--- config.mk ---
export PLATFORM = sky130hd
export DESIGN_NAME = keypad_decoder
export DESIGN_NICKNAME = d
export VERILOG_FILES = /design/src/rtl/keypad_pkg.sv /design/src/rtl/keypad_scanner.sv /design/src/rtl/keypad_decoder.sv
export SDC_FILE = /design/constraint.sdc
export NUM_CORES = 1
export LEC_CHECK = 0
export CORE_AREA = 2 2 85 63
export CTS_BUF_LIST = sky130_fd_sc_hd__clkbuf_4
export DETAILED_ROUTE_END_ITERATION = 16
export DIE_AREA = 0 0 87 65
export PLACE_DENSITY_LB_ADDON = 0.3
export SLEW_MARGIN = 20
export SYNTH_ARGS = -nofsm -noshare
export SYNTH_HDL_FRONTEND = slang
export SYNTH_SLANG_ARGS = --single-unit
export TNS_END_PERCENT = 100
--- constraint.sdc ---
create_clock -name clk -period 3.7 [get_ports clk]
set_input_delay 0.37 -clock clk [delete_from_list [all_inputs] [get_ports clk]]
set_output_delay 0.37 -clock clk [all_outputs]
set_load 0.02 [all_outputs]
--- src/rtl/keypad_pkg.sv ---
// keypad_pkg: shared key codes, scan-result and debounce encodings, keymap.
package keypad_pkg;

    localparam logic [3:0] KEY_ADD = 4'hA;
    localparam logic [3:0] KEY_SUB = 4'hB;
    localparam logic [3:0] KEY_DIV = 4'hC;
    localparam logic [3:0] KEY_MUL = 4'hD;

    typedef enum logic [1:0] {
        RES_NONE  = 2'd0,
        RES_ONE   = 2'd1,
        RES_MULTI = 2'd2
    } scan_kind_e;

    // One published full-scan result; valid for a single cycle.
    typedef struct packed {
        logic       valid;
        scan_kind_e kind;
        logic [3:0] code;
    } scan_result_t;

    typedef enum logic [1:0] {
        ST_IDLE = 2'd0,
        ST_CAND = 2'd1,
        ST_HELD = 2'd2,
        ST_REL  = 2'd3
    } db_state_e;

    // Physical (row, column) position to key code.
    function automatic logic [3:0] keymap(input logic [1:0] r, input logic [1:0] c);
        logic [3:0] code;
        code = 4'h0;
        case ({r, c})
            4'h0: code = 4'h1;
            4'h1: code = 4'h2;
            4'h2: code = 4'h3;
            4'h3: code = KEY_ADD;
            4'h4: code = 4'h4;
            4'h5: code = 4'h5;
            4'h6: code = 4'h6;
            4'h7: code = KEY_SUB;
            4'h8: code = 4'h7;
            4'h9: code = 4'h8;
            4'hA: code = 4'h9;
            4'hB: code = KEY_DIV;
            4'hC: code = 4'h0;
            4'hD: code = 4'hF;
            4'hE: code = 4'hE;
            4'hF: code = KEY_MUL;
        endcase
        return code;
    endfunction

endpackage

--- src/rtl/keypad_scanner.sv ---
// keypad_scanner: walks the columns, synchronizes rows, and publishes one
// NONE/ONE/MULTI result per complete four-column scan.
module keypad_scanner
    import keypad_pkg::*;
#(
    parameter int unsigned SCAN_CYCLES = 100000
) (
    input  logic         clk,
    input  logic         rst,
    input  logic [3:0]   row,
    output logic [3:0]   col,
    output scan_result_t result
);

    localparam int unsigned DWELL_W = (SCAN_CYCLES > 2) ? $clog2(SCAN_CYCLES) : 1;
    localparam logic [DWELL_W-1:0] DWELL_LAST = DWELL_W'(SCAN_CYCLES - 1);

    logic [3:0]         row_meta;
    logic [3:0]         row_sync;
    logic [DWELL_W-1:0] dwell;
    logic [1:0]         col_idx;
    logic [1:0]         acc_keys;    // keys seen so far this scan, saturating at 2
    logic [3:0]         acc_code;

    logic               sample;
    logic [3:0]         lows;
    logic [2:0]         col_keys;
    logic [1:0]         row_idx;
    logic [1:0]         base_keys;
    logic [2:0]         sum_keys;
    logic [1:0]         scan_keys;
    logic [3:0]         scan_code;
    scan_kind_e         scan_kind;

    // Two-flop synchronizer for the asynchronous row inputs.
    always_ff @(posedge clk) begin
        if (rst) begin
            row_meta <= 4'hF;
            row_sync <= 4'hF;
        end else begin
            row_meta <= row;
            row_sync <= row_meta;
        end
    end

    // Dwell counter and column drive.
    always_ff @(posedge clk) begin
        if (rst) begin
            dwell   <= '0;
            col_idx <= 2'd0;
            col     <= 4'b1110;
        end else if (sample) begin
            dwell   <= '0;
            col_idx <= col_idx + 2'd1;
            col     <= ~(4'b0001 << (col_idx + 2'd1));
        end else begin
            dwell   <= dwell + DWELL_W'(1);
        end
    end

    // Classify the current column sample and fold it into the running scan.
    always_comb begin
        sample    = (dwell == DWELL_LAST);
        lows      = ~row_sync;
        col_keys  = 3'(lows[0]) + 3'(lows[1]) + 3'(lows[2]) + 3'(lows[3]);
        row_idx   = 2'd0;
        for (int i = 3; i >= 0; i--) begin
            if (lows[i]) row_idx = 2'(i);
        end
        base_keys = (col_idx == 2'd0) ? 2'd0 : acc_keys;
        sum_keys  = 3'(base_keys) + col_keys;
        scan_keys = (sum_keys >= 3'd2) ? 2'd2 : 2'(sum_keys);
        if (col_keys == 3'd1) begin
            scan_code = keymap(row_idx, col_idx);
        end else if (col_idx == 2'd0) begin
            scan_code = 4'h0;
        end else begin
            scan_code = acc_code;
        end
        case (scan_keys)
            2'd0:    scan_kind = RES_NONE;
            2'd1:    scan_kind = RES_ONE;
            default: scan_kind = RES_MULTI;
        endcase
    end

    // Accumulate per column; publish the scan result after column 3.
    always_ff @(posedge clk) begin
        if (rst) begin
            acc_keys <= 2'd0;
            acc_code <= 4'h0;
            result   <= '0;
        end else begin
            result.valid <= 1'b0;
            if (sample) begin
                acc_keys <= scan_keys;
                acc_code <= scan_code;
                if (col_idx == 2'd3) begin
                    result.valid <= 1'b1;
                    result.kind  <= scan_kind;
                    result.code  <= (scan_kind == RES_ONE) ? scan_code : 4'h0;
                end
            end
        end
    end

endmodule

--- src/rtl/keypad_decoder.sv ---
// keypad_decoder: scans a 4x4 keypad and debounces whole scans into one
// key_valid strobe per clean press. Optional feature macro:
// KEYPAD_AUTOREPEAT_EN repeats the strobe every REPEAT_SCANS scans while held.
module keypad_decoder
    import keypad_pkg::*;
#(
    parameter int unsigned SCAN_CYCLES    = 100000,
    parameter int unsigned DEBOUNCE_SCANS = 4,
    parameter int unsigned REPEAT_SCANS   = 250
) (
    input  logic       clk,
    input  logic       rst,
    input  logic [3:0] row,
    output logic [3:0] col,
    output logic [3:0] decode,
    output logic       key_valid,
    output logic       key_held
);

    localparam int unsigned CNT_W = $clog2(DEBOUNCE_SCANS + 1);

    scan_result_t   result;
    db_state_e      state_q, state_d;
    logic [CNT_W-1:0] count_q, count_d;
    logic [3:0]     cand_q, cand_d;
    logic [3:0]     decode_d;
    logic           key_valid_d;
    logic           key_held_d;
    logic           count_done;

`ifdef KEYPAD_AUTOREPEAT_EN
    localparam int unsigned REP_W = $clog2(REPEAT_SCANS + 1);
    logic [REP_W-1:0] rep_q, rep_d;
    logic             rep_done;
    assign rep_done = (32'(rep_q) + 32'd1) >= REPEAT_SCANS;

    // Scans-held counter between repeat strobes.
    always_ff @(posedge clk) begin
        if (rst) rep_q <= '0;
        else     rep_q <= rep_d;
    end
`else
    logic unused_repeat;
    assign unused_repeat = ^REPEAT_SCANS;
`endif

    keypad_scanner #(
        .SCAN_CYCLES (SCAN_CYCLES)
    ) u_scanner (
        .clk    (clk),
        .rst    (rst),
        .row    (row),
        .col    (col),
        .result (result)
    );

    assign count_done = (32'(count_q) + 32'd1) >= DEBOUNCE_SCANS;

    // Debounce state and registered outputs.
    always_ff @(posedge clk) begin
        if (rst) begin
            state_q   <= ST_IDLE;
            count_q   <= '0;
            cand_q    <= 4'h0;
            decode    <= 4'h0;
            key_valid <= 1'b0;
            key_held  <= 1'b0;
        end else begin
            state_q   <= state_d;
            count_q   <= count_d;
            cand_q    <= cand_d;
            decode    <= decode_d;
            key_valid <= key_valid_d;
            key_held  <= key_held_d;
        end
    end

    // Debounce next-state: advance only on a published scan result.
    always_comb begin
        state_d     = state_q;
        count_d     = count_q;
        cand_d      = cand_q;
        decode_d    = decode;
        key_valid_d = 1'b0;
`ifdef KEYPAD_AUTOREPEAT_EN
        rep_d       = rep_q;
`endif
        if (result.valid) begin
            case (state_q)
                ST_IDLE: begin
                    if (result.kind == RES_ONE) begin
                        if (DEBOUNCE_SCANS <= 1) begin
                            state_d     = ST_HELD;
                            count_d     = '0;
                            decode_d    = result.code;
                            key_valid_d = 1'b1;
`ifdef KEYPAD_AUTOREPEAT_EN
                            rep_d       = '0;
`endif
                        end else begin
                            state_d = ST_CAND;
                            cand_d  = result.code;
                            count_d = CNT_W'(1);
                        end
                    end
                end
                ST_CAND: begin
                    if (result.kind == RES_ONE && result.code == cand_q) begin
                        if (count_done) begin
                            state_d     = ST_HELD;
                            count_d     = '0;
                            decode_d    = cand_q;
                            key_valid_d = 1'b1;
`ifdef KEYPAD_AUTOREPEAT_EN
                            rep_d       = '0;
`endif
                        end else begin
                            count_d = count_q + CNT_W'(1);
                        end
                    end else begin
                        state_d = ST_IDLE;
                        count_d = '0;
                    end
                end
                ST_HELD: begin
                    if (result.kind == RES_NONE) begin
                        if (DEBOUNCE_SCANS <= 1) begin
                            state_d = ST_IDLE;
                            count_d = '0;
                        end else begin
                            state_d = ST_REL;
                            count_d = CNT_W'(1);
                        end
`ifdef KEYPAD_AUTOREPEAT_EN
                        rep_d = '0;
                    end else if (result.kind == RES_ONE) begin
                        if (rep_done) begin
                            rep_d       = '0;
                            key_valid_d = 1'b1;
                        end else begin
                            rep_d = rep_q + REP_W'(1);
                        end
                    end else begin
                        rep_d = '0;
`endif
                    end
                end
                default: begin
                    if (result.kind == RES_NONE) begin
                        if (count_done) begin
                            state_d = ST_IDLE;
                            count_d = '0;
                        end else begin
                            count_d = count_q + CNT_W'(1);
                        end
                    end else begin
                        state_d = ST_HELD;
                        count_d = '0;
`ifdef KEYPAD_AUTOREPEAT_EN
                        rep_d   = '0;
`endif
                    end
                end
            endcase
        end
        key_held_d = (state_d == ST_HELD) || (state_d == ST_REL);
    end

endmodule

==> flow_summary.rst <==
.. list-table::
   :header-rows: 1

   * - Metric
     - Value
   * - Run status
     - finished, final reports clean
   * - Via count normalized by instance count
     - 5.35
   * - Synthesized area per cell
     - 9.26 sq um
   * - GRT Util Overall
     - 0.199
   * - Total design power
     - 1.06 mW
   * - Leakage component of the power
     - 1.14 nW
   * - Highest ir drop seen on vdd
     - 260 uV
   * - Cell with the most instances after synthesis
     - sky130_fd_sc_hd__dfxtp_1
   * - # diodes
     - 0
   * - Mapped Area
     - 2680 sq um
   * - Worst min path class
     - reg -> reg
   * - Share of final-layout standard cells stronger than drive strength 1
     - 0.0965
   * - Number of detailed-route iterations in the first pass
     - 4
   * - Total core area
     - 4930 sq um
   * - FP Rows
     - 22
   * - End of the worst register-to-register path
     - u_scanner.result[1]
   * - R2r setup slk
     - 0.70 ns
   * - Most congested layer reported by global routing
     - met1
   * - Setup_tns
     - 0 ns
   * - Sink count of the clock tree
     - 59
   * - Clock Pin Slew Worst Setup and Hold Paths
     - 0.10 ns
   * - CTS H-tree depth
     - 3
   * - First element of the critical path
     - u_scanner.row_sync[0]
   * - Count of final hold-check violations
     - 0
   * - Placer Congestion
     - 0.879
   * - Global Route met1 Usage
     - 0.276
   * - Pin count of the biggest net entering global routing
     - 37
   * - HPWL after detailed placement
     - 3360 um
   * - Horiz. Die Dim
     - 87 um
   * - Startpoint-to-endpoint class of the critical path
     - reg -> reg
   * - Number of buffers added for setup after CTS
     - 0
   * - Flip-flop and latch count after synthesis
     - 59
   * - DR WL/cell
     - 13.2 um
   * - Maximum operating frequency
     - 333 MHz
   * - Share of flip-flops with an asynchronous set or reset
     - 0
   * - Ratio of total power to cell area
     - 357 nW/um^2
   * - Final net count
     - 326
   * - Setup-failing EPs final
     - 0
   * - Number of instances on the worst hold path
     - 1
   * - Resized Gates After CTS
     - 0
   * - Total die area
     - 5660 sq um
   * - Hold slack
     - 0.414 ns
   * - Total wirelength of the detailed-routed design
     - 4880 um
   * - Number of buffers inserted by port buffering
     - 15
   * - Cell type with the largest total area after synthesis
     - sky130_fd_sc_hd__dfxtp_1
   * - Most used standard cells in the synthesized netlist
     - sky130_fd_sc_hd__dfxtp_1 (59), sky130_fd_sc_hd__nor2_1 (35), sky130_fd_sc_hd__nand2_1 (15)
   * - Slew at the pin closest to its max-slew limit
     - 0.751 ns
   * - Worst clock skew on the final layout
     - 0.0132 ns
   * - Max_cap viols
     - 0
   * - Wire length of the first global-routing pass
     - 8580 um
   * - Number of instances in the synthesized netlist
     - 289
   * - Post-synth cell types
     - 48
   * - Total CTS buffers
     - 9
   * - Clock tree from TritonCTS
     - done
   * - Number of synthesized flops with an enable pin
     - 0
   * - First DRT Iteration DRCs
     - 111
   * - GRT overflow
     - 0
   * - Type of element launching the critical path
     - flip-flop
   * - Ys flop type
     - sky130_fd_sc_hd__dfxtp_1
   * - Register area share after synthesis
     - 0.442
   * - Worst setup EP type
     - flip-flop
   * - Shortest clock period the worst path allows after layout
     - 3.00 ns
   * - Yosys top cell area share
     - 0.442
   * - Die height
     - 65 um
   * - Clock buffer depth
     - 2
   * - Antenna violations before repair
     - 0
   * - Number of global-route vias before repair
     - 1,843
   * - Final slew viol count
     - 0
   * - Worst relative slew slack
     - 0.499
   * - Synthesis warning total
     - 0
   * - Setup repair after global routing missed its margin
     - no
   * - Most area-consuming cells after synthesis
     - sky130_fd_sc_hd__dfxtp_1 (44%), sky130_fd_sc_hd__ha_1 (5.1%), sky130_fd_sc_hd__nor2_1 (4.9%)
   * - Required @ worst endpoint
     - 4.03 ns
   * - Area growth syn-to-layout
     - 11.0%
   * - Met2 GRT Util
     - 0.274
   * - Grt met3 use
     - 0.0854
   * - Depth of the worst register-to-register path
     - 11
   * - Remaining antenna violation count
     - 0
   * - Routed via count
     - 1,983
   * - Period utilization
     - 0.812
   * - End point of the critical path
     - u_scanner.result[1]
   * - Largest fanout of any net on the critical path
     - 4
   * - Reg2Reg Launch Point
     - u_scanner.row_sync[0]
   * - Clock latency at the later pin of the worst-skew pair
     - 0.40 ns
   * - Initial standard-cell utilization of the core
     - 0.543
   * - I/O pin count
     - 16
   * - Worst EP arrival
     - 3.33 ns
   * - Root cell of the clock tree
     - sky130_fd_sc_hd__clkbuf_4
   * - Count of hold buffers inserted by post-cts repair
     - 0
   * - DRC violations left
     - 0
   * - Mapped Nets
     - 308
==> through the flow <==
step,worst slack [ns],cell area [sq um],util,cells
3_3_place_gp,0.813,2870,0.582,356
6_report,0.695,2970,0.603,371
5_1_grt,0.447,2970,0.603,371
3_5_place_dp,0.727,2870,0.582,356
4_1_cts,0.693,2970,0.603,371
2_1_floorplan,0.911,2680,-,289
==> worst max-delay path, cell delays in order (launching register included) <==
cell and delay, ns:
sky130_fd_sc_hd__dfxtp_1 0.36, sky130_fd_sc_hd__inv_1 0.08, sky130_fd_sc_hd__ha_1 0.32, sky130_fd_sc_hd__fa_1 0.40, sky130_fd_sc_hd__ha_1 0.31, sky130_fd_sc_hd__inv_1 0.06, sky130_fd_sc_hd__fa_1 0.40, sky130_fd_sc_hd__xor2_1 0.14
sky130_fd_sc_hd__and2_1 0.20, sky130_fd_sc_hd__nand2_1 0.11, sky130_fd_sc_hd__or3_4 0.40, sky130_fd_sc_hd__o221ai_2 0.17
==> worst min path at each step <==
stage	startpoint	to	slack [ns]
6_report	u_scanner.row_meta[3]	u_scanner.row_sync[3]	0.41
5_1_grt	u_scanner.row_meta[3]	u_scanner.row_sync[3]	0.42
4_1_cts	u_scanner.row_meta[3]	u_scanner.row_sync[3]	0.41
3_5_place_dp	u_scanner.row_meta[1]	u_scanner.row_sync[1]	0.39
3_3_place_gp	u_scanner.row_meta[1]	u_scanner.row_sync[1]	0.39
2_1_floorplan	u_scanner.row_meta[0]	u_scanner.row_sync[0]	0.39
==> layout by cell type, fill, tap and decap left out, drive strengths merged, types with 5 or more instances in the layout <==
cell type,Yosys,final
xor2,13,13
nor2b,6,6
mux2i,9,9
nand3b,5,5
clkbuf,8,9
inv,13,13
dfxtp,59,59
o21ai,12,12
ha,11,11
a21oi,13,13
or2,12,12
nand3,9,9
clkdlybuf4s50,0,15
nor2,35,35
nand2b,6,6
nand2,15,15
and2,5,5
xnor2,8,8
==> cells by family (layout without fill, tap and decap cells) <==
logic type | Yosys count | in the layout | share of synthesized area
XOR/XNOR | 21 | 21 | 0.0688
multiplexers | 10 | 10 | 0.0421
adder cells (fa/ha/maj) | 13 | 13 | 0.0664
buffers and inverters | 23 | 45 | 0.0355
AO/OA/AOI/OAI | 41 | 41 | 0.0982
flip-flops | 59 | 59 | 0.442
AND/OR/NAND/NOR | 122 | 122 | 0.247
==> area by class of cell <==
class / instances / area [sq um]
well taps: 60 / 75.1
flip-flops and latches: 59 / 1180
repair buffers: 17 / 165
fillers: 405 / 1960
clock inverters: 6 / 33.8
clock buffers: 9 / 67.6
multi-input cells: 207 / 1400
inverters: 13 / 48.8
==> report_power, final <==
part	total [mW]	switching (mW)	internal, mW
clock	0.361	0.232	0.128
combinational	0.0540	0.0307	0.0233
sequential	0.646	0.00458	0.641
total	1.06	0.268	0.793
==> metal layers <==
| metal | part of all wire | wire length (um) |
|---|---|---|
| met5 | 0 | 0 |
| met4 | 0.014 | 67 |
| met3 | 0.045 | 220 |
| met2 | 0.40 | 1960 |
| met1 | 0.54 | 2640 |
==> flip-flops by register name, indices dropped and copies added, names as in the netlist <==
register	flops
u_scanner.dwell	17
u_scanner.result	7
cand_q	4
decode	4
u_scanner.acc_code	4
u_scanner.col	4
u_scanner.row_meta	4
u_scanner.row_sync	4
count_q	3
state_q	2
u_scanner.acc_keys	2
u_scanner.col_idx	2
key_held	1
key_valid	1
Power figures use the tool's default switching activity.
